$ cat src/rtl/pwm_cap_pkg.sv
// Shared state encoding and default sizing for the PWM capture block.
package pwm_cap_pkg;

  typedef enum logic [1:0] {ARM, HIGH, LOW} pwm_cap_state_t;

  localparam int PWM_CAP_CNT_W      = 16;
  localparam int PWM_CAP_MAX_PERIOD = 1024;
  localparam int PWM_CAP_FILT_LEN   = 3;

endpackage

$ cat src/rtl/pwm_edge_sync.sv
// Synchronises the async PWM pin, optionally glitch-filters it (PWM_CAPTURE_FILTER_EN),
// and produces level plus single-cycle rise/fall pulses.
module pwm_edge_sync
  import pwm_cap_pkg::*;
#(
  parameter int FILT_LEN = PWM_CAP_FILT_LEN
) (
  input  logic clk,
  input  logic rst,
  input  logic pwm_in,
  output logic level,
  output logic rise,
  output logic fall
);

  // Edges stay suppressed until every stage of the level path holds a real pin sample,
  // so a pin already high at reset release is not mistaken for a rise.
  localparam int WARM   = 3 + FILT_LEN;
  localparam int WARM_W = $clog2(WARM + 1);

  logic              r_meta;
  logic              r_sync;
  logic              r_level_d;
  logic [WARM_W-1:0] r_warm;
  logic              w_level;
  logic              w_edge_en;

  always_ff @(posedge clk) begin
    if (!rst) begin
      r_meta    <= 1'b0;
      r_sync    <= 1'b0;
      r_level_d <= 1'b0;
      r_warm    <= '0;
    end else begin
      r_meta    <= pwm_in;
      r_sync    <= r_meta;
      r_level_d <= w_level;
      if (r_warm != WARM_W'(WARM)) r_warm <= r_warm + 1'b1;
    end
  end

`ifdef PWM_CAPTURE_FILTER_EN
  localparam int FILT_CW = $clog2(FILT_LEN + 1);

  logic               r_filt;
  logic [FILT_CW-1:0] r_fcnt;

  always_ff @(posedge clk) begin
    if (!rst) begin
      r_filt <= 1'b0;
      r_fcnt <= '0;
    end else if (r_sync != r_filt) begin
      if (r_fcnt == FILT_CW'(FILT_LEN - 1)) begin
        r_filt <= r_sync;
        r_fcnt <= '0;
      end else begin
        r_fcnt <= r_fcnt + 1'b1;
      end
    end else begin
      r_fcnt <= '0;
    end
  end

  assign w_level = r_filt;
`else
  assign w_level = r_sync;
`endif

  assign w_edge_en = (r_warm == WARM_W'(WARM));
  assign level     = w_level;
  assign rise      = w_edge_en &  w_level & ~r_level_d;
  assign fall      = w_edge_en & ~w_level &  r_level_d;

endmodule

$ cat src/rtl/pwm_capture.sv
// Measures high time and period of an async PWM input, one strobe per period, with a stuck-input
// timeout. Optional glitch filter enabled by defining PWM_CAPTURE_FILTER_EN.
module pwm_capture
  import pwm_cap_pkg::*;
#(
  parameter int CNT_W      = PWM_CAP_CNT_W,
  parameter int MAX_PERIOD = PWM_CAP_MAX_PERIOD,
  parameter int FILT_LEN   = PWM_CAP_FILT_LEN
) (
  input  logic             clk,
  input  logic             rst,
  input  logic             pwm_in,
  output logic             valid_o,
  output logic [CNT_W-1:0] high_time_o,
  output logic [CNT_W-1:0] period_o,
  output logic             timeout_o,
  output logic             level_o
);

  localparam logic [CNT_W-1:0] MAXP = CNT_W'(MAX_PERIOD);
  localparam logic [CNT_W-1:0] ONE  = CNT_W'(1);

  logic w_level;
  logic w_rise;
  logic w_fall;

  pwm_cap_state_t   r_state;
  logic [CNT_W-1:0] r_per;
  logic [CNT_W-1:0] r_hi;
  logic [CNT_W-1:0] r_hold;
  logic             r_valid;
  logic [CNT_W-1:0] r_high_time;
  logic [CNT_W-1:0] r_period;
  logic             r_timeout;

  pwm_edge_sync #(.FILT_LEN(FILT_LEN)) u_edge (
    .clk    (clk),
    .rst    (rst),
    .pwm_in (pwm_in),
    .level  (w_level),
    .rise   (w_rise),
    .fall   (w_fall)
  );

  always_ff @(posedge clk) begin
    if (!rst) begin
      r_state     <= ARM;
      r_per       <= '0;
      r_hi        <= '0;
      r_hold      <= '0;
      r_valid     <= 1'b0;
      r_high_time <= '0;
      r_period    <= '0;
      r_timeout   <= 1'b0;
    end else begin
      r_valid <= 1'b0;
      // A rise always wins over the timeout, even in the cycle the period counter tops out.
      if (w_rise) begin
        if (r_state == LOW) begin
          r_valid     <= 1'b1;
          r_high_time <= r_hold;
          r_period    <= r_per;
          r_timeout   <= 1'b0;
        end
        r_state <= HIGH;
        r_per   <= ONE;
        r_hi    <= ONE;
      end else if (r_per == MAXP) begin
        r_valid     <= 1'b1;
        r_timeout   <= 1'b1;
        r_period    <= MAXP;
        r_high_time <= w_level ? MAXP : '0;
        r_per       <= ONE;
        r_state     <= ARM;
      end else begin
        r_per <= r_per + ONE;
        if (r_state == HIGH) begin
          if (r_hi != MAXP) r_hi <= r_hi + ONE;
          if (w_fall) begin
            r_state <= LOW;
            r_hold  <= r_hi;
          end
        end
      end
    end
  end

  assign valid_o     = r_valid;
  assign high_time_o = r_high_time;
  assign period_o    = r_period;
  assign timeout_o   = r_timeout;
  assign level_o     = w_level;

endmodule

$ cat config.mk
export PLATFORM = sky130hd
export DESIGN_NAME = pwm_capture
export DESIGN_NICKNAME = d
export VERILOG_FILES = /design/src/rtl/pwm_cap_pkg.sv /design/src/rtl/pwm_edge_sync.sv /design/src/rtl/pwm_capture.sv
export SDC_FILE = /design/constraint.sdc
export NUM_CORES = 1
export LEC_CHECK = 0
export BUFFER_PORTS_ARGS = -buffer_cell sky130_fd_sc_hd__buf_2
export CELL_PAD_IN_SITES_DETAIL_PLACEMENT = 1
export CELL_PAD_IN_SITES_GLOBAL_PLACEMENT = 2
export CORE_UTILIZATION = 36
export DETAILED_ROUTE_END_ITERATION = 8
export PLACE_DENSITY_LB_ADDON = 0.15
export SLEW_MARGIN = 20
export SYNTH_ARGS = -nofsm -noshare
export SYNTH_HDL_FRONTEND = slang
export SYNTH_SLANG_ARGS = --single-unit
$ cat constraint.sdc
create_clock -name clk -period 2.9 [get_ports clk]
set_clock_uncertainty 0.2 [all_clocks]
set_input_delay 0.145 -clock clk [delete_from_list [all_inputs] [get_ports clk]]
set_output_delay 0.145 -clock clk [all_outputs]
set_load 0.005 [all_outputs]
==> summary.txt, run 1 <==
Outcome = finished, final reports clean
Worst EP required = 2.96 ns
CTS resizes = 0
Vias per inst = 5.454
Fin. max-slew vios = 0
Clk_lat worst skew = 0.37 ns
Post-synth EDFFs = 0
Tcrit/Tclk final = 84.14%
Post-Route WL = 9647 um
Warnings from Yosys = 0
Final Hold Vio Count = 0
GRT Resource Usage Total = 18.37%
Worst setup SP type = flip-flop
Setup TNS = 0 ns
H-Tree Depth = 3
Slowest cell on crit path = a41o_1
Layout cell share with drive strength beyond 1 = 14.68%
Max Cap Viol = 0
Top cell type's share of synthesized area = 46.95%
1st-iter DRT viols = 72
Layout fillers = 1,243
Setup WS post-layout = 0.4601 ns
Storage element area = 1802 um2
Fin nets = 474
Area of the multi-input gates = 1821 um2
Synth top area cells = dfxtp_1 47%, nand2_1 6.5%, o22ai_1 4.1%
CTS clk-pin slew, worst paths = 0.09 ns
Placed insts = 589
DP Wirelength = 6502 um
ANT nets after route = 0
Largest net degree at the start of global routing = 42
Synth cell count leaders = 90 x dfxtp_1, 66 x nand2_1, 30 x a21oi_1, 28 x nand3_1, 26 x nor2_1
#FFs+latches synth = 90
Smallest hold slack = 0.02381 ns
Clock root cell = clkbuf_8
Met3 WL = 306 um
Distinct cell type count after synthesis = 46
Iteration count of the initial detailed-routing pass = 4
Syn nets = 450
Post-Route M1 WL = 4961 um
Rows = 37
CP cell instances = inv_1, ha_1, nor4b_1, a41o_1, nor3_2, o31a_1
Final min period = 2.440 ns
Cells after Synth = 441
Core outline area = 10,320 um2
Worst Tran Pin Value = 0.7758 ns
Post-synth ARST share = 0%
Yosys top cell by area = dfxtp_1
Sequential area share after synthesis = 46.95%
Via count = 3,305
Area Growth Syn to Fin = 11.15%
First-pass GRT wire length = 15,880 um
Cell with the most instances after synthesis = dfxtp_1
Cell Area, Synth = 3837 um2
Number of diodes = 0
Max Clk Rate = 409.8 MHz
WL per Instance = 15.92 um
Crit path DAT = 2.50 ns
RSZ-0062 raised after global routing = no
Initial Utilization = 37.17%
Slew headroom = 48.28%
Crit-path max cell delay = 0.76 ns
CTS tree = yes
Leakage = 1.461 nW
Peak VDD IR = 0.2035 mV
Initial antenna violation count = 0
DRC Markers = 0
Hold Crit Class = input port to flip-flop
Primary FF master, synth = dfxtp_1
Critical path class = flip-flop to flip-flop
Die area = 11,080 um2
Number of global-route vias before repair = 3,134
Post-Layout Cell Count = 606
CP Max Fanout = 24
Port Buf Inserts = 37
PwrDens = 494.1 nW/um2
Setup-failing EPs final = 0
# IOs = 38
Num Clock Sinks = 90
Die width = 105.2 um
TritonCTS Buffers = 9
Met2 Wirelength = 4251 um
Routability cong. = 0.7453
Post-Syn Area per Cell = 8.702 um2
Total grt overflow = 0
Die Span Y = 105.2 um
Place WS = 0.5031 ns
DR top layer = met4
Element type at the critical path end = flip-flop
Clock Tree Buf Depth = 2
## area by class of cell
type	count	share of cell area, %
multi-input cells	307	42.68
flip-flops and latches	90	42.24
repair buffers	45	5.808
well taps	136	3.989
clock buffers	10	3.227
inverters	12	1.056
clock inverters	6	0.9974
## registers in the layout (all words and copies together) (netlist names)
register          flops
r_hi                 16
period_o             16
r_hold               16
timeout_o             1
u_edge.r_meta         1
u_edge.r_warm         3
valid_o               1
r_state               2
u_edge.level          1
u_edge.r_level_d      1
high_time_o          16
r_per                16
## stage by stage
stage / instance area (um2) / util (%) / power (mW)
4_1_cts: 4265 / 41.32 / 2.137
5_1_grt: 4265 / 41.32 / 2.201
3_5_place_dp: 4075 / 39.47 / 1.344
6_report: 4265 / 41.32 / 2.108
3_3_place_gp: 4075 / 39.47 / 1.341
2_1_floorplan: 3837 / - / 1.324
## cell usage in the layout, fill, tap and decap left out, types with 3 or more instances in the layout
| cell type | n |
|---|---|
| a21oi_1 | 30 |
| and2_1 | 5 |
| and3_1 | 4 |
| and4_1 | 5 |
| buf_2 | 37 |
| buf_4 | 7 |
| clkbuf_8 | 10 |
| dfxtp_1 | 90 |
| ha_1 | 6 |
| inv_1 | 12 |
| mux2i_1 | 4 |
| nand2_1 | 66 |
| nand3_1 | 28 |
| nand4_1 | 7 |
| nor2_1 | 26 |
| nor3_1 | 7 |
| nor4_1 | 5 |
| nor4_2 | 3 |
| o21ai_0 | 17 |
| o22ai_1 | 25 |
| o31ai_1 | 12 |
| o32ai_1 | 5 |
| or3_1 | 3 |
| or4_1 | 11 |
| xnor2_1 | 14 |
## layer usage
layer  global-route usage, %  up-vias
met5                       0        -
met4                   6.640        0
met3                   3.401       11
met2                   28.20       50
met1                   25.66     1602
li1                        -     1642
## where the power goes
group | total, mW | internal [mW] | switching, mW
sequential | 1.25 | 1.24 | 0.00961
clock | 0.793 | 0.335 | 0.458
combinational | 0.0613 | 0.0190 | 0.0423
total | 2.11 | 1.60 | 0.510
## worst max-delay path: cells and delay by family (launching register included)
kind / cells / cell delay (ns)
and+or+nand+nor: 2 / 0.45
DFF: 1 / 0.38
adders and majority gates: 1 / 0.14
buffers and inverters: 1 / 0.10
AOI/OAI and AO/OA: 2 / 1.05
## worst paths after layout
| path | startpoint | to | slack [ns] | depth (start not counted) |
|---|---|---|---|---|
| hold reg to reg | u_edge.r_meta$_SDFF_PN0_ | u_edge.level$_SDFF_PN0_ | 0.25 | 1 |
| hold / removal | rst | r_hi[15]$_SDFFE_PP0P_ | 0.02 | 5 |
| setup / recovery | r_hi[0]$_SDFFE_PN0P_ | r_hi[0]$_SDFFE_PN0P_ | 0.46 | 6 |
| setup reg to reg | r_hi[0]$_SDFFE_PN0P_ | r_hi[0]$_SDFFE_PN0P_ | 0.46 | 6 |
## repair_timing
item	CTS	global route
buffers inserted	0	0
hold endpoints to repair	1	0
hold buffers	1	0
## logic make-up (layout without fill, tap and decap cells)
group | Yosys count | in the layout | synth area share, %
compound gates | 100 | 100 | 16.07
xor+xnor | 15 | 15 | 3.424
fa+ha+maj | 6 | 6 | 1.956
buf+inv | 44 | 73 | 5.608
flops | 90 | 90 | 46.95
mux | 4 | 4 | 1.043
simple gates | 182 | 182 | 24.94
(Power assumes the default switching activity.)
==> inputs of run 2 (changes only) <==
--- a/config.mk
+++ b/config.mk
@@ -8,7 +8,7 @@
 export BUFFER_PORTS_ARGS = -buffer_cell sky130_fd_sc_hd__buf_2
 export CELL_PAD_IN_SITES_DETAIL_PLACEMENT = 1
 export CELL_PAD_IN_SITES_GLOBAL_PLACEMENT = 2
-export CORE_UTILIZATION = 36
+export CORE_UTILIZATION = 32
 export DETAILED_ROUTE_END_ITERATION = 8
 export PLACE_DENSITY_LB_ADDON = 0.15
 export SLEW_MARGIN = 20
==> constraint.sdc (replaced) <==
create_clock -name clk -period 2.2 [get_ports clk]
set_clock_uncertainty 0.2 [all_clocks]
set_input_delay 0.11 -clock clk [delete_from_list [all_inputs] [get_ports clk]]
set_output_delay 0.11 -clock clk [all_outputs]
set_load 0.005 [all_outputs]
==> summary.txt, run 2 (synthesis results as in run 1) <==
Outcome = complete, but fails checks
Failing checks = design-rule violations
Largest net degree at the start of global routing = 42
Element type at the critical path end = flip-flop
Worst r2r path cells = 4
Num Clock Sinks = 90
Layout fillers = 1,370
Initial antenna violation count = 0
Peak VDD IR = 0.3461 mV
Via count = 3,327
TritonCTS Buffers = 9
Routability cong. = 0.7241
Final Hold Vio Count = 0
Layout cell share with drive strength beyond 1 = 18.66%
Clock Tree Buf Depth = 2
Rows = 39
Die area = 12,430 um2
WL per Instance = 16.42 um
ANT nets after route = 0
R2r startpoint = r_per[13]$_SDFF_PP0_
# IOs = 38
Critical hold path startpoint = u_edge.r_meta$_SDFF_PN0_
H-Tree Depth = 3
CTS clk-pin slew, worst paths = 0.07 ns
1st-iter DRT viols = 150
Post-CTS setup buffer count = 0
Die width = 111.5 um
Die Span Y = 111.5 um
Slew headroom = 57.39%
Worst EP required = 2.24 ns
Max Cap Viol = 0
GRT Resource Usage Total = 17.83%
Hold Path End = u_edge.level$_SDFF_PN0_
WHS Path Cells = 1
Area Growth Syn to Fin = 19.50%
Critical path class = flip-flop to flip-flop
Post-Route WL = 10,440 um
Hold Crit Class = flip-flop to flip-flop
Max Clk Rate = 480.6 MHz
Place WS = 0.1089 ns
Initial Utilization = 33.18%
Crit-path max cell delay = 0.58 ns
Core outline area = 11,560 um2
Worst setup SP type = flip-flop
Setup-failing EPs final = 0
Most common cell after layout, fill and taps aside = dfxtp_1
Port Buf Inserts = 37
Setup WS post-layout = 0.1194 ns
Final min period = 2.081 ns
CP cell instances = nor4_2, and4_4, nor3_2, o31a_1
CP Max Fanout = 41
Crit path DAT = 2.12 ns
Placed insts = 617
Clock root cell = clkbuf_16
CTS tree = yes
Leakage = 1.640 nW
RR Endpoint = r_hi[0]$_SDFFE_PN0P_
Tcrit/Tclk final = 94.58%
Clk_lat worst skew = 0.35 ns
Number of diodes = 0
Worst Tran Pin Value = 0.6391 ns
First-pass GRT wire length = 17,360 um
PwrDens = 694.7 nW/um2
Total grt overflow = 0
Number of global-route vias before repair = 3,274
Fin nets = 497
Vias per inst = 5.231
RSZ-0062 raised after global routing = yes
Fin. max-slew vios = 0
Post-Layout Cell Count = 636
Slowest cell on crit path = and4_4
DRC Markers = 8
DP Wirelength = 7206 um
R2R setup slack = 0.12 ns
Iteration count of the initial detailed-routing pass = 6
Commonest cells after routing, fill and taps aside = 89 x dfxtp_1, 66 x nand2_1, 37 x buf_2
==> run 2: changes by cell type in the layout (fill, tap and decap cells not counted), sizes merged <==
cell         previous run  this run
buf                    44        65
dlygate4sd3             1         3
clkbuf                 10        12
clkinvlp                2         0
==> run 2: how the worst max path moves through the flow <==
stage / startpoint / endpoint / slack (ns)
5_1_grt: u_edge.r_warm[0]$_SDFFE_PN0P_ / r_hi[4]$_SDFFE_PP0P_ / -0.01
2_1_floorplan: r_hi[0]$_SDFFE_PN0P_ / r_hi[10]$_SDFFE_PP0P_ / 0.18
6_report: r_per[13]$_SDFF_PP0_ / r_hi[0]$_SDFFE_PN0P_ / 0.12
4_1_cts: r_per[0]$_SDFF_PN0_ / r_hi[8]$_SDFFE_PP0P_ / 0.09
3_3_place_gp: r_per[0]$_SDFF_PN0_ / r_hi[12]$_SDFFE_PP0P_ / 0.19
3_5_place_dp: r_per[0]$_SDFF_PN0_ / r_hi[8]$_SDFFE_PP0P_ / 0.11
==> run 2: per-stage QoR <==
step	utilization (%)	power (mW)	hold slack (ns)	setup TNS, ns	cell area, um2
6_report	39.65	3.186	0.2425	0	4586
5_1_grt	39.65	3.316	0.2575	-0.01070	4586
4_1_cts	39.52	3.238	0.2494	0	4571
3_5_place_dp	36.89	1.780	0.1226	0	4267
3_3_place_gp	36.89	1.776	0.1290	0	4267
2_1_floorplan	-	1.745	0.03729	0	3837
==> run 2: metal layers <==
metal  vias up  wire length, um  GRT usage [%]
met1      1596             5607          25.53
met2        37             4427          25.79
met3        10              235          3.266
met4         0              170          8.378
met5         -                0              0
li1       1684                -              -
==> run 2: critical path: cells and delay by family (launching register included) <==
| kind | cells | cell delay, ns |
|---|---|---|
| simple gates | 3 | 1.12 |
| compound gates | 1 | 0.28 |
| flops | 1 | 0.37 |
==> run 2: what timing repair did <==
action | in CTS | in global routing
resized for setup | 0 | 4
endpoints found under the hold margin | 5 | 0
endpoints found under the setup margin | 0 | 5
hold buffers | 3 | 0
==> run 2: report_power, final <==
part	leakage [nW]	switching (mW)	internal, mW
sequential	0.726	0.0105	1.64
combinational	0.777	0.0602	0.0340
clock	0.137	0.642	0.798
==> run 2: layout make-up <==
class	instances	area [um2]	area share, %
clock inverters	4	27.53	0.6003
repair buffers	68	450.4	9.823
inverters	12	45.04	0.9823
flip-flops and latches	90	1803	39.32
well taps	143	178.9	3.902
multi-input cells	307	1834	40.00
clock buffers	12	246.5	5.375
==> inputs of run 3 (changes only) <==
--- a/config.mk
+++ b/config.mk
@@ -8,7 +8,7 @@
 export BUFFER_PORTS_ARGS = -buffer_cell sky130_fd_sc_hd__buf_2
 export CELL_PAD_IN_SITES_DETAIL_PLACEMENT = 1
 export CELL_PAD_IN_SITES_GLOBAL_PLACEMENT = 2
-export CORE_UTILIZATION = 32
+export CORE_UTILIZATION = 30
 export DETAILED_ROUTE_END_ITERATION = 8
 export PLACE_DENSITY_LB_ADDON = 0.15
 export SLEW_MARGIN = 20
==> summary.txt, run 3 (synthesis results as in run 1) <==
Die area = 13,250 um2
Tcrit/Tclk final = 94.21%
DRC Markers = 0
Worst setup SP type = flip-flop
Initial antenna violation count = 0
ANT nets after route = 0
Number of global-route vias before repair = 3,423
Iteration count of the initial detailed-routing pass = 4
Element type at the critical path end = flip-flop
CTS clk-pin slew, worst paths = 0.06 ns
First-pass GRT wire length = 17,650 um
GRT Resource Usage Total = 17.60%
H-Tree Depth = 3
Worst EP required = 2.27 ns
Number of diodes = 0
Sequential power share = 49.1%
PwrDens = 716.5 nW/um2
Clock root cell = clkbuf_16
Num Clock Sinks = 90
Design area = 4707 um2
Max Clk Rate = 482.5 MHz
Fin nets = 501
1st-iter DRT viols = 107
Largest net degree at the start of global routing = 61
Initial Utilization = 31.30%
Clock power share = 48.2%
Outcome = finished, final reports clean
Commonest cells after routing, fill and taps aside = 90 x dfxtp_1, 66 x nand2_1, 37 x buf_2
Final min period = 2.073 ns
Setup TNS = 0 ns
Rows = 40
Fin. max-slew vios = 0
Port Buf Inserts = 37
Setup-failing EPs final = 0
Area Growth Syn to Fin = 22.66%
Comb pwr share = 2.8%
Int Pwr = 2.662 mW
Sw frac = 21.06%
# IOs = 38
CP Max Fanout = 11
Most common cell after layout, fill and taps aside = dfxtp_1
Die width = 115.1 um
Core outline area = 12,260 um2
Clk_lat worst skew = 0.35 ns
Crit path DAT = 2.14 ns
Post-Route WL = 11,090 um
Max Cap Viol = 0
Critical path class = flip-flop to flip-flop
Net Sw Power = 0.7102 mW
Slew headroom = 57.54%
Final Hold Vio Count = 0
Clock Tree Buf Depth = 2
Post-DP Area = 4320 um2
DP Wirelength = 7490 um
Worst Tran Pin Value = 0.6369 ns
Peak VDD IR = 0.2891 mV
Die Span Y = 115.1 um
Total grt overflow = 0
RSZ-0062 raised after global routing = no
Vias per inst = 5.169
CTS tree = yes
Hold Crit Class = flip-flop to flip-flop
Placed insts = 645
WHS Path Cells = 1
Layout cell share with drive strength beyond 1 = 19.76%
Leakage = 1.686 nW
WL per Instance = 16.70 um
Routability cong. = 0.7472
Via count = 3,432
TritonCTS Buffers = 9
Post-Layout Cell Count = 664
Worst r2r path cells = 7
-- run 3: changes by cell type in the layout (fill, tap and decap cells not counted), moves of 2 or more --
| cell | previous run | this run |
|---|---|---|
| inv_1 | 12 | 10 |
| nor4_2 | 3 | 1 |
| clkinv_4 | 2 | 0 |
| inv_2 | 0 | 2 |
| bufinv_16 | 0 | 2 |
| nor4_4 | 0 | 2 |
| buf_6 | 0 | 3 |
-- run 3: per-stage QoR --
stage	util (%)	power (mW)	setup WS, ns	hold WS (ns)
after global placement	35.23	1.776	0.1711	0.1209
after floorplan	-	1.745	0.1773	0.03729
after detailed placement	35.23	1.780	0.09583	0.1229
final	38.39	3.373	0.1273	0.2320
after global routing	38.39	3.489	0.009321	0.2703
after CTS	37.91	3.424	0.07456	0.2372
-- run 3: timing repair --
item                                    in CTS  in global routing
endpoints found under the setup margin       0                 11
endpoints found under the hold margin        5                  0
gates resized for setup                      0                 11
hold buffers                                 2                  0
setup buffers                                0                  1
-- run 3: area by class of cell --
type / instances / area, um2
multi-input combinational: 308 / 1861
fill: 1425 / 7555
timing repair buffer: 71 / 481.7
tap: 168 / 210.2
clock buffer: 10 / 229.0
clock inverter: 5 / 78.83
sequential: 90 / 1802
inverter: 12 / 45.04
-- run 3: path summary, 6_finish.rpt --
kind / slack, ns / from / to
worst max register to register: 0.13 / r_hi[0]$_SDFFE_PN0P_ / r_hi[13]$_SDFFE_PP0P_
worst min register to register: 0.23 / u_edge.r_meta$_SDFF_PN0_ / u_edge.level$_SDFF_PN0_
worst max-delay path: 0.13 / r_hi[0]$_SDFFE_PN0P_ / r_hi[13]$_SDFFE_PP0P_
worst min-delay path: 0.23 / u_edge.r_meta$_SDFF_PN0_ / u_edge.level$_SDFF_PN0_
-- run 3: power by group through the flow --
stage / logic, mW / registers, mW / clock network [mW]
2_1_floorplan: 0.0578 / 1.69 / 0
3_3_place_gp: 0.0854 / 1.69 / 0
3_5_place_dp: 0.0889 / 1.69 / 0
4_1_cts: 0.0921 / 1.65 / 1.68
5_1_grt: 0.103 / 1.66 / 1.73
6_report: 0.0933 / 1.66 / 1.62
-- run 3: worst max-delay path: stages, from the launching register on --
cell and delay [ns]:
dfxtp_1 0.33, inv_1 0.06, ha_1 0.18, nor4b_1 0.16, a41o_1 0.25, buf_4 0.18
or4_1 0.46, a21oi_1 0.15
-- run 3: per-layer routing --
| metal | routed length [um] | part of all wire [%] | vias up | track usage (%) |
|---|---|---|---|---|
| met2 | 5038 | 45 | 40 | 27.91 |
| met3 | 281 | 2.5 | 13 | 3.901 |
| met1 | 5630 | 51 | 1671 | 23.32 |
| li1 | - | - | 1708 | - |
| met5 | 0 | 0 | - | 0 |
| met4 | 137 | 1.2 | 0 | 6.753 |
